$ cat config.mk
export PLATFORM = sky130hd
export DESIGN_NAME = slc3_ctrl_flat
export DESIGN_NICKNAME = d
export VERILOG_FILES = /design/src/rtl/slc3_ctrl_if.sv /design/src/rtl/slc3_ctrl.sv /design/src/flat_wrapper.sv
export SDC_FILE = /design/constraint.sdc
export NUM_CORES = 1
export LEC_CHECK = 0
export ABC_AREA = 1
export BUFFER_PORTS_ARGS = -buffer_cell sky130_fd_sc_hd__buf_4
export CAP_MARGIN = 10
export CORE_MARGIN = 4
export CORE_UTILIZATION = 41
export DETAILED_ROUTE_END_ITERATION = 7
export PLACE_DENSITY = 0.77
export SLEW_MARGIN = 20
export SYNTH_ARGS = -nofsm -noshare
export SYNTH_HDL_FRONTEND = slang
export SYNTH_SLANG_ARGS = --single-unit
$ cat constraint.sdc
create_clock -name Clk -period 2 [get_ports Clk]
set_clock_uncertainty 0.1 [all_clocks]
set_input_delay 0.3 -clock Clk [delete_from_list [all_inputs] [get_ports Clk]]
set_output_delay 0.3 -clock Clk [all_outputs]
set_load 0.01 [all_outputs]
$ cat src/rtl/slc3_ctrl_if.sv
// Control bundle between the SLC-3 sequencer (master) and the datapath (slave):
// instruction/status inputs to the sequencer and every load, gate and select it drives.
interface slc3_ctrl_if;
    logic       Run;
    logic       Continue;
    logic [3:0] Opcode;
    logic       IR_5;
    logic       IR_11;
    logic       BEN;

    logic       LD_MAR, LD_MDR, LD_IR, LD_BEN, LD_CC, LD_REG, LD_PC, LD_LED;
    logic       GatePC, GateMDR, GateALU, GateMARMUX;
    logic [1:0] PCMUX;
    logic       DRMUX;
    logic       SR1MUX;
    logic       SR2MUX;
    logic       ADDR1MUX;
    logic [1:0] ADDR2MUX;
    logic [1:0] ALUK;
    logic       MIO_EN;
    logic       Mem_OE;
    logic       Mem_WE;

    modport master (
        input  Run, Continue, Opcode, IR_5, IR_11, BEN,
        output LD_MAR, LD_MDR, LD_IR, LD_BEN, LD_CC, LD_REG, LD_PC, LD_LED,
        output GatePC, GateMDR, GateALU, GateMARMUX,
        output PCMUX, DRMUX, SR1MUX, SR2MUX, ADDR1MUX, ADDR2MUX, ALUK,
        output MIO_EN, Mem_OE, Mem_WE
    );

    modport slave (
        output Run, Continue, Opcode, IR_5, IR_11, BEN,
        input  LD_MAR, LD_MDR, LD_IR, LD_BEN, LD_CC, LD_REG, LD_PC, LD_LED,
        input  GatePC, GateMDR, GateALU, GateMARMUX,
        input  PCMUX, DRMUX, SR1MUX, SR2MUX, ADDR1MUX, ADDR2MUX, ALUK,
        input  MIO_EN, Mem_OE, Mem_WE
    );
endinterface

$ cat src/rtl/slc3_ctrl.sv
// SLC-3 control sequencer: fetch/decode/execute FSM for a reduced LC-3 ISA with
// fixed-latency memory strobes and a Run/Continue start/pause handshake.
module slc3_ctrl #(
    parameter int unsigned MEM_WAIT = 2
) (
    input  logic        Clk,
    input  logic        Reset,
    slc3_ctrl_if.master bus
);

    typedef enum logic [4:0] {
        HALTED, F1, F2, F3, DECODE,
        S_ALU, S_NOT, S_BR, S_JMP, S_JSR1, S_JSR2,
        L1, L2, L3, W1, W2, W3, P1, P2, P3
    } state_t;

    localparam logic [2:0] CNT_LAST = 3'(MEM_WAIT - 1);

    state_t     state_q, state_d;
    logic [2:0] cnt_q, cnt_d;
    logic       wait_done;

    logic       ld_mar, ld_mdr, ld_ir, ld_ben, ld_cc, ld_reg, ld_pc, ld_led;
    logic       gate_pc, gate_mdr, gate_alu, gate_marmux;
    logic [1:0] pcmux, addr2mux, aluk;
    logic       drmux, sr1mux, sr2mux, addr1mux;
    logic       mio_en, mem_oe, mem_we;

    assign wait_done = (cnt_q == CNT_LAST);

    always_ff @(posedge Clk or negedge Reset) begin
        if (!Reset) begin
            state_q <= HALTED;
            cnt_q   <= 3'd0;
        end else begin
            state_q <= state_d;
            cnt_q   <= cnt_d;
        end
    end

    always_comb begin
        state_d     = state_q;
        cnt_d       = 3'd0;
        ld_mar      = 1'b0;
        ld_mdr      = 1'b0;
        ld_ir       = 1'b0;
        ld_ben      = 1'b0;
        ld_cc       = 1'b0;
        ld_reg      = 1'b0;
        ld_pc       = 1'b0;
        ld_led      = 1'b0;
        gate_pc     = 1'b0;
        gate_mdr    = 1'b0;
        gate_alu    = 1'b0;
        gate_marmux = 1'b0;
        pcmux       = 2'b00;
        drmux       = 1'b0;
        sr1mux      = 1'b0;
        sr2mux      = 1'b0;
        addr1mux    = 1'b0;
        addr2mux    = 2'b00;
        aluk        = 2'b00;
        mio_en      = 1'b0;
        mem_oe      = 1'b0;
        mem_we      = 1'b0;

        unique case (state_q)
            HALTED: if (bus.Run) state_d = F1;
            F1: begin
                gate_pc = 1'b1;
                ld_mar  = 1'b1;
                ld_pc   = 1'b1;
                state_d = F2;
            end
            F2, L2: begin
                mem_oe = 1'b1;
                mio_en = 1'b1;
                // Counter clears on exit so every wait state is entered with a zero count
                if (wait_done) begin
                    ld_mdr  = 1'b1;
                    state_d = (state_q == F2) ? F3 : L3;
                end else begin
                    cnt_d = cnt_q + 3'd1;
                end
            end
            F3: begin
                gate_mdr = 1'b1;
                ld_ir    = 1'b1;
                state_d  = DECODE;
            end
            DECODE: begin
                ld_ben = 1'b1;
                unique case (bus.Opcode)
                    4'b0001, 4'b0101: state_d = S_ALU;
                    4'b1001:          state_d = S_NOT;
                    4'b0000:          state_d = S_BR;
                    4'b1100:          state_d = S_JMP;
                    4'b0100:          state_d = S_JSR1;
                    4'b0110:          state_d = L1;
                    4'b0111:          state_d = W1;
                    4'b1101:          state_d = P1;
                    default:          state_d = F1;
                endcase
            end
            S_ALU, S_NOT: begin
                gate_alu = 1'b1;
                ld_reg   = 1'b1;
                ld_cc    = 1'b1;
                sr1mux   = 1'b1;
                if (state_q == S_ALU) begin
                    sr2mux = bus.IR_5;
                    aluk   = {1'b0, bus.Opcode == 4'b0101};
                end else begin
                    aluk   = 2'b10;
                end
                state_d = F1;
            end
            S_BR: begin
                if (bus.BEN) begin
                    ld_pc    = 1'b1;
                    pcmux    = 2'b10;
                    addr2mux = 2'b10;
                end
                state_d = F1;
            end
            S_JMP: begin
                sr1mux   = 1'b1;
                aluk     = 2'b11;
                gate_alu = 1'b1;
                ld_pc    = 1'b1;
                pcmux    = 2'b01;
                state_d  = F1;
            end
            S_JSR1: begin
                gate_pc = 1'b1;
                drmux   = 1'b1;
                ld_reg  = 1'b1;
                state_d = S_JSR2;
            end
            S_JSR2: begin
                ld_pc = 1'b1;
                pcmux = 2'b10;
                if (bus.IR_11) begin
                    addr2mux = 2'b11;
                end else begin
                    addr1mux = 1'b1;
                    sr1mux   = 1'b1;
                end
                state_d = F1;
            end
            L1, W1: begin
                gate_marmux = 1'b1;
                ld_mar      = 1'b1;
                addr1mux    = 1'b1;
                sr1mux      = 1'b1;
                addr2mux    = 2'b01;
                state_d     = (state_q == L1) ? L2 : W2;
            end
            L3: begin
                gate_mdr = 1'b1;
                ld_reg   = 1'b1;
                ld_cc    = 1'b1;
                state_d  = F1;
            end
            W2: begin
                // Store data comes from IR[11:9] passed straight through the ALU
                aluk     = 2'b11;
                gate_alu = 1'b1;
                ld_mdr   = 1'b1;
                state_d  = W3;
            end
            W3: begin
                mem_we = 1'b1;
                if (wait_done) state_d = F1;
                else           cnt_d   = cnt_q + 3'd1;
            end
            P1: begin
                ld_led  = 1'b1;
                state_d = P2;
            end
            P2: if (bus.Continue)  state_d = P3;
            P3: if (!bus.Continue) state_d = F1;
            default: state_d = HALTED;
        endcase
    end

    assign bus.LD_MAR     = ld_mar;
    assign bus.LD_MDR     = ld_mdr;
    assign bus.LD_IR      = ld_ir;
    assign bus.LD_BEN     = ld_ben;
    assign bus.LD_CC      = ld_cc;
    assign bus.LD_REG     = ld_reg;
    assign bus.LD_PC      = ld_pc;
    assign bus.LD_LED     = ld_led;
    assign bus.GatePC     = gate_pc;
    assign bus.GateMDR    = gate_mdr;
    assign bus.GateALU    = gate_alu;
    assign bus.GateMARMUX = gate_marmux;
    assign bus.PCMUX      = pcmux;
    assign bus.DRMUX      = drmux;
    assign bus.SR1MUX     = sr1mux;
    assign bus.SR2MUX     = sr2mux;
    assign bus.ADDR1MUX   = addr1mux;
    assign bus.ADDR2MUX   = addr2mux;
    assign bus.ALUK       = aluk;
    assign bus.MIO_EN     = mio_en;
    assign bus.Mem_OE     = mem_oe;
    assign bus.Mem_WE     = mem_we;

endmodule
$ cat src/flat_wrapper.sv
// flat-port wrapper written by rule: the top's interface ports become plain ports
module slc3_ctrl_flat 
#(
    parameter int unsigned MEM_WAIT = 2
)
  (Clk, Reset, bus_Run, bus_Continue, bus_Opcode, bus_IR_5, bus_IR_11, bus_BEN, bus_LD_MAR, bus_LD_MDR, bus_LD_IR, bus_LD_BEN, bus_LD_CC, bus_LD_REG, bus_LD_PC, bus_LD_LED, bus_GatePC, bus_GateMDR, bus_GateALU, bus_GateMARMUX, bus_PCMUX, bus_DRMUX, bus_SR1MUX, bus_SR2MUX, bus_ADDR1MUX, bus_ADDR2MUX, bus_ALUK, bus_MIO_EN, bus_Mem_OE, bus_Mem_WE);
  slc3_ctrl_if bus_i ();
  input  logic Clk;
  input  logic Reset;
  input wire logic [$bits(bus_i.Run)-1:0] bus_Run;
  input wire logic [$bits(bus_i.Continue)-1:0] bus_Continue;
  input wire logic [$bits(bus_i.Opcode)-1:0] bus_Opcode;
  input wire logic [$bits(bus_i.IR_5)-1:0] bus_IR_5;
  input wire logic [$bits(bus_i.IR_11)-1:0] bus_IR_11;
  input wire logic [$bits(bus_i.BEN)-1:0] bus_BEN;
  output wire logic [$bits(bus_i.LD_MAR)-1:0] bus_LD_MAR;
  output wire logic [$bits(bus_i.LD_MDR)-1:0] bus_LD_MDR;
  output wire logic [$bits(bus_i.LD_IR)-1:0] bus_LD_IR;
  output wire logic [$bits(bus_i.LD_BEN)-1:0] bus_LD_BEN;
  output wire logic [$bits(bus_i.LD_CC)-1:0] bus_LD_CC;
  output wire logic [$bits(bus_i.LD_REG)-1:0] bus_LD_REG;
  output wire logic [$bits(bus_i.LD_PC)-1:0] bus_LD_PC;
  output wire logic [$bits(bus_i.LD_LED)-1:0] bus_LD_LED;
  output wire logic [$bits(bus_i.GatePC)-1:0] bus_GatePC;
  output wire logic [$bits(bus_i.GateMDR)-1:0] bus_GateMDR;
  output wire logic [$bits(bus_i.GateALU)-1:0] bus_GateALU;
  output wire logic [$bits(bus_i.GateMARMUX)-1:0] bus_GateMARMUX;
  output wire logic [$bits(bus_i.PCMUX)-1:0] bus_PCMUX;
  output wire logic [$bits(bus_i.DRMUX)-1:0] bus_DRMUX;
  output wire logic [$bits(bus_i.SR1MUX)-1:0] bus_SR1MUX;
  output wire logic [$bits(bus_i.SR2MUX)-1:0] bus_SR2MUX;
  output wire logic [$bits(bus_i.ADDR1MUX)-1:0] bus_ADDR1MUX;
  output wire logic [$bits(bus_i.ADDR2MUX)-1:0] bus_ADDR2MUX;
  output wire logic [$bits(bus_i.ALUK)-1:0] bus_ALUK;
  output wire logic [$bits(bus_i.MIO_EN)-1:0] bus_MIO_EN;
  output wire logic [$bits(bus_i.Mem_OE)-1:0] bus_Mem_OE;
  output wire logic [$bits(bus_i.Mem_WE)-1:0] bus_Mem_WE;
  assign bus_i.Run = bus_Run;
  assign bus_i.Continue = bus_Continue;
  assign bus_i.Opcode = bus_Opcode;
  assign bus_i.IR_5 = bus_IR_5;
  assign bus_i.IR_11 = bus_IR_11;
  assign bus_i.BEN = bus_BEN;
  assign bus_LD_MAR = bus_i.LD_MAR;
  assign bus_LD_MDR = bus_i.LD_MDR;
  assign bus_LD_IR = bus_i.LD_IR;
  assign bus_LD_BEN = bus_i.LD_BEN;
  assign bus_LD_CC = bus_i.LD_CC;
  assign bus_LD_REG = bus_i.LD_REG;
  assign bus_LD_PC = bus_i.LD_PC;
  assign bus_LD_LED = bus_i.LD_LED;
  assign bus_GatePC = bus_i.GatePC;
  assign bus_GateMDR = bus_i.GateMDR;
  assign bus_GateALU = bus_i.GateALU;
  assign bus_GateMARMUX = bus_i.GateMARMUX;
  assign bus_PCMUX = bus_i.PCMUX;
  assign bus_DRMUX = bus_i.DRMUX;
  assign bus_SR1MUX = bus_i.SR1MUX;
  assign bus_SR2MUX = bus_i.SR2MUX;
  assign bus_ADDR1MUX = bus_i.ADDR1MUX;
  assign bus_ADDR2MUX = bus_i.ADDR2MUX;
  assign bus_ALUK = bus_i.ALUK;
  assign bus_MIO_EN = bus_i.MIO_EN;
  assign bus_Mem_OE = bus_i.Mem_OE;
  assign bus_Mem_WE = bus_i.Mem_WE;
  slc3_ctrl #(.MEM_WAIT(MEM_WAIT)) u_core (.Clk(Clk), .Reset(Reset), .bus(bus_i));
endmodule
# Word level (Yosys, flattened, before mapping)
# Memories as Yosys holds them, arrays and structs flattened.
# Index checks and enable logic that the tools add are counted.
[word_totals]
in_bits = 11
output_inout_bits = 25
reg_bits = 8
n_memories = 1
romBits = 80
[memory_table]
columns = ["name", "depth", "word_bits", "rd", "rd_clocked_by_memory_dff", "wr", "line", "text"]
rows = [
  ["(no name shown)", 16, 5, 1, 0, 0, "slc3_ctrl.sv:93", "unique case (bus.Opcode)"],
]
[classes]
n_mux = 38
add_sub_neg = 1
eq_ne = 26
n_reduce_logical = 16
[op_table]
columns = ["op", "count"]
rows = [
  ["case mux 5 bit (13 select lines)", 1],
  ["equality test 5 x 4 -> 1 bit, second input constant", 8],
  ["2-to-1 mux 5 bit", 5],
  ["equality test 5 x 3 -> 1 bit, second input constant", 4],
  ["equality test 5 bit, second input constant", 4],
  ["2-to-1 mux 1 bit", 18],
  ["case mux 2 bit (3 select lines)", 2],
  ["OR reduction 2 bit", 6],
  ["OR reduction 3 bit", 4],
  ["equality test 5 x 2 -> 1 bit, second input constant", 2],
  ["2-to-1 mux 2 bit", 4],
  ["case mux 1 bit (2 select lines)", 4],
  ["OR reduction 4 bit", 2],
  ["2-to-1 mux 3 bit", 2],
  ["!= test 2 bit, second input constant", 3],
  ["OR reduction 6 bit", 1],
  ["equality test 5 x 1 -> 1 bit, second input constant", 1],
  ["logical NOT 5 bit", 1],
  ["AND reduction 5 bit", 1],
  ["OR reduction 5 bit", 1],
  ["equality test 4 x 3 -> 1 bit, second input constant", 1],
  ["2-to-1 mux 4 bit", 1],
  ["!= test 2 x 1 -> 1 bit, second input constant", 2],
  ["case mux 2 bit (2 select lines)", 1],
  ["2 further kinds", 2],
]

# Logic depth before layout (Yosys ltp)
[logic_depth]
depth_word = 4
ltp_mapped = 10
depth_no_buf = 10

# Least setup slack after synthesis
# No wires, ideal clock.
[synth_path]
path_type = "reg2out"
start = "reg u_core.state_q[2]"
end = "out bus_LD_MDR"
stages_incl_launch_ff = 6
t_required_ns = 1.600
path_buffers = 0
path_slack_ns = 0.338
t_arrival_ns = 1.262
path_cell_list = "dfrtp_1 nor2_2 nand3_1 nand2_1 inv_1 o21ai_0"
[synth_between]
elab_chain_cells = 3
elab_cells_between_ends = 5
classes_between = "eq/ne: 3; mux: 1; reduce/logical: 1"
[synth_lines]
columns = ["element", "line", "text"]
rows = [
  ["start, declared", "slc3_ctrl.sv:19", "state_t state_q, state_d;"],
  ["start signal, assigned", "slc3_ctrl.sv:36", "state_q <= state_d;"],
  ["equality test 5 x 4 -> 1 bit or equality test 5 x 2 -> 1 bit (tied branches)", "slc3_ctrl.sv:67", "unique case (state_q)"],
  ["OR reduction 2 bit", "slc3_ctrl.sv:67", ""],
  ["case mux 1 bit (2 select lines) (*)", "slc3_ctrl.sv:67", ""],
  ["end, declared", "flat_wrapper.sv:17", "output wire logic [$bits(bus_i.LD_MDR)-1:0] bus_LD_MDR;"],
]
# Every way passes the cells marked *; elsewhere a longest branch is shown, timed or not.

# Worst setup path in the final report
[layout_path]
start = "reg u_core.state_q[3]"
end = "out bus_ALUK[1]"
[layout_between]
elab_chain_cells = 3
elab_cells_between_ends = 8
classes_between = "eq/ne: 4; mux: 2; reduce/logical: 2"
[layout_lines]
columns = ["element", "line", "text"]
rows = [
  ["equality test 5 x 3 -> 1 bit, or another cell as far along", "slc3_ctrl.sv:67, slc3_ctrl.sv:110", ""],
  ["2-to-1 mux 2 bit or OR reduction 2 bit (tied branches)", "n/a", ""],
  ["case mux 2 bit (2 select lines) (*)", "slc3_ctrl.sv:67", ""],
  ["end, declared", "flat_wrapper.sv:34", "output wire logic [$bits(bus_i.ALUK)-1:0] bus_ALUK;"],
]
# Marked as above.

==> reports/metrics.csv <==
metric,value,unit
maximum_clock_frequency,504.2,MHz
main_combinational_cell_family_by_area_after_synthesis,simple AND/OR/NAND/NOR gates,
crit_path_max_incr_delay,0.44,ns
io_buffers,35,
worst_pin_slew,0.2627,ns
worstSetupStartpointType,register,
clock_sinks,8,
htree_levels,1,
route.met3.wl,261,um
fp.dieW,54.88,um
run_status,completed,
crit_type,register to output port,
hold_viol,0,
grtUsageTotal,21.33,%
top_signal_layer_used,met4,
critPathSlowestCell,sky130_fd_sc_hd__dfrtp_2,
maximum_vdd_drop,0.5820,mV
netlist_instances,158,
wl_met2,1430,um
drive_above_1_share,39.20,%
floorplan.rows,16,
critical_path.reg2reg.endpoint,u_core.state_q[1]$_DFFE_PN0P_,
rsz0062_at_grt,true,
drt_drc_violations_left,0,
hold-path-cell-count,3,
holdCritStartpoint,bus_Continue,
critPathCaptureType,output port,
cells_on_worst_reg2reg_path,10,
final_layout_worst_hold_slack,0.2164,ns
whs_endpoint,u_core.state_q[0]$_DFFE_PN0P_,
required,1.60,ns
synth_fp_nets,169,
synthesis.yosys.warnings,0,
synth_simple_gate_area_share,52.64,%
die_height,54.88,um
timing.slew.headroom,82.41,%
clkSlewWorstSetupHoldPaths,0.06,ns
ctsLongestPathBuffers,2,
maximum_number_of_pins_on_one_net_before_global_route_repair,11,
post-route-worst-setup-slack,0.01681,ns
layout_min_cycle_time,1.983,ns
final_antenna_net_count,0,
synth_sequential_area_ratio,22.22,%
post_synth_mux_area_share,0,%
report.final.slew_viol_count,0,
finalCritPeriodShare,99.16,%
synth_area_per_cell,5.702,sq um
clock-root-buffer,sky130_fd_sc_hd__clkbuf_4,
crit_chain,inv_2 > nor2_4 > nand2_2 > nor2_2 > a31oi_1 > o21ai_0 > buf_4,
grt_pass1_wl,4457,um
finish.net_count,212,
first_pass_iters,4,
power.static_leakage,0.0007836,uW
rrSetupSlack,0.48,ns
postPlaceCellArea,1194,sq um
yosys_register_bits,8,
timing.critical_path.from,u_core.state_q[3]$_DFFE_PN0P_,
area_delta_synth_final,45.69,%
hp-class,input port to register,
yosys.area_share.adder,0,%
setup_viol,0,
finalPower,1301,uW
timing.critical_path.arrival,1.58,ns
routedWlPerCell,13.18,um
total_die_area,3011,sq um
netlist-cell-type-count,22,
avgViaCountPerCell,5.208,
detailedPlacementHpwl,2285,um
synth_compound_area_share,9.167,%
power-per-cell-area,991.1,nW/um^2
place.gp.congestion,0.9248,
core_area,2022,sq um
final_design_area_no_fill,1313,sq um
antennaDiodeCount,0,
critical_path.max_fanout,4,
initial_antenna_violation_count,0,
drv.max_cap_violation_count,0,
initial_utilization,44.55,%
worst_skew_pair.late_latency,0.26,ns
detail_route.wirelength,2979,um
netlist_area,900.9,sq um
synthXorXnorAreaFrac,0,%
nFillCells,195,
initialDrtViolationCount,51,
grt_overflow,0,
numCtsBuffers,3,
pre_cts_slack,0.1772,ns
vias_in_the_first_global_route,1042,
drt-met1-wl,1239,um
vias,1177,
tritoncts,done,
timing.rr.start,u_core.state_q[3]$_DFFE_PN0P_,
io-pin-count,36,
worst max-delay path by stage:
stage / end / slack (ns) / depth (start not counted)
3_3_place_gp: bus_SR1MUX / 0.18 / 8
5_1_grt: bus_ALUK[1] / -0.1 / 5
3_5_place_dp: bus_SR1MUX / 0.18 / 7
2_1_floorplan: bus_LD_MDR / 0.34 / 5
4_1_cts: bus_ALUK[1] / -0.002 / 7
6_report: bus_ALUK[1] / 0.02 / 7
registers in the layout, indices dropped and copies added, names as in the netlist:
name	count
u_core.cnt_q	3
u_core.state_q	5
final cells by class:
class	instances	area (sq um)	share of cell area (%)
clock buffer	3	22.52	1.716
multi-input combinational	115	615.6	46.90
sequential	8	205.2	15.63
inverter	32	125.1	9.533
timing repair buffer	41	310.3	23.64
tap	27	33.78	2.574
critical path: cells and delay by family (launching register included):
family | cells | cell delay [ns]
and+or+nand+nor | 3 | 0.22
buffers and inverters | 2 | 0.27
AOI/OAI and AO/OA | 2 | 0.40
DFF | 1 | 0.44
metal layers:
metal / global-route usage (%) / vias up
li1: - / 578
met1: 24.51 / 536
met2: 36.42 / 56
met3: 5.177 / 7
met4: 10.37 / 0
met5: 0 / -
report_power, final:
part | switching (uW) | total [uW] | internal (uW)
clock | 61.4 | 131 | 69.1
combinational | 531 | 882 | 352
sequential | 80.6 | 288 | 207
total | 673 | 1300 | 628
stage by stage:
stage	util, %	cells	TNS [ns]
5_1_grt	64.91	226	-0.1509
6_report	64.91	226	0
2_1_floorplan	-	158	0
3_3_place_gp	59.03	219	0
3_5_place_dp	59.03	219	0
4_1_cts	61.94	224	-0.001861
synthesized netlist by cell type:
cell type | number | share of area, %
sky130_fd_sc_hd__o211ai_1 | 1 | 0.83
sky130_fd_sc_hd__buf_4 | 2 | 1.7
sky130_fd_sc_hd__nand2_1 | 45 | 19
sky130_fd_sc_hd__nor2_4 | 3 | 3.7
sky130_fd_sc_hd__nor2_1 | 19 | 7.9
sky130_fd_sc_hd__nand2_2 | 2 | 1.4
sky130_fd_sc_hd__clkinv_1 | 1 | 0.42
sky130_fd_sc_hd__nor3_1 | 1 | 0.56
sky130_fd_sc_hd__a31oi_4 | 1 | 2.4
sky130_fd_sc_hd__clkbuf_1 | 1 | 0.42
sky130_fd_sc_hd__o31ai_1 | 1 | 0.83
sky130_fd_sc_hd__dfrtp_1 | 8 | 22
sky130_fd_sc_hd__nor2_2 | 2 | 1.4
sky130_fd_sc_hd__nand3_2 | 2 | 2.2
sky130_fd_sc_hd__inv_6 | 1 | 0.97
sky130_fd_sc_hd__a21oi_1 | 2 | 1.1
sky130_fd_sc_hd__o21ai_0 | 6 | 3.3
sky130_fd_sc_hd__nand4_1 | 4 | 2.8
sky130_fd_sc_hd__inv_2 | 6 | 2.5
sky130_fd_sc_hd__a31oi_1 | 1 | 0.69
sky130_fd_sc_hd__nand3_1 | 25 | 14
sky130_fd_sc_hd__inv_1 | 24 | 10
placed cells by master (no fill, tap or decap):
cell type                        n
sky130_fd_sc_hd__nor3_1          1
sky130_fd_sc_hd__nand3_1        24
sky130_fd_sc_hd__inv_6           1
sky130_fd_sc_hd__inv_1          22
sky130_fd_sc_hd__clkinv_1        1
sky130_fd_sc_hd__a21oi_2         1
sky130_fd_sc_hd__dfrtp_2         4
sky130_fd_sc_hd__buf_4          40
sky130_fd_sc_hd__a21oi_1         1
sky130_fd_sc_hd__nand2_4         1
sky130_fd_sc_hd__nand2_2         5
sky130_fd_sc_hd__nor2_1         13
sky130_fd_sc_hd__o31ai_1         1
sky130_fd_sc_hd__dfrtp_1         4
sky130_fd_sc_hd__nand3_2         3
sky130_fd_sc_hd__nor2_2          4
sky130_fd_sc_hd__inv_2           8
sky130_fd_sc_hd__o211ai_1        1
sky130_fd_sc_hd__clkbuf_4        3
sky130_fd_sc_hd__a31oi_1         1
sky130_fd_sc_hd__nor2_4          7
sky130_fd_sc_hd__o21ai_0         6
sky130_fd_sc_hd__a31oi_4         1
sky130_fd_sc_hd__dlygate4sd3_1   1
sky130_fd_sc_hd__nand4_1         4
sky130_fd_sc_hd__nand2_1        41
timing repair:
action / in CTS / in global routing
setup endpoints to repair: 5 / 13
pin swaps: 0 / 2
hold endpoints to repair: 8 / 0
resized for setup: 7 / 16
buffers inserted: 1 / 2
hold buffers: 1 / 0
logic make-up (layout without fill, tap and decap cells):
family	Yosys count	count (layout)
compound gates	12	12
buf+inv	35	76
flops	8	8
simple gates	103	103
Note: power is estimated with default switching activity, not from simulation.
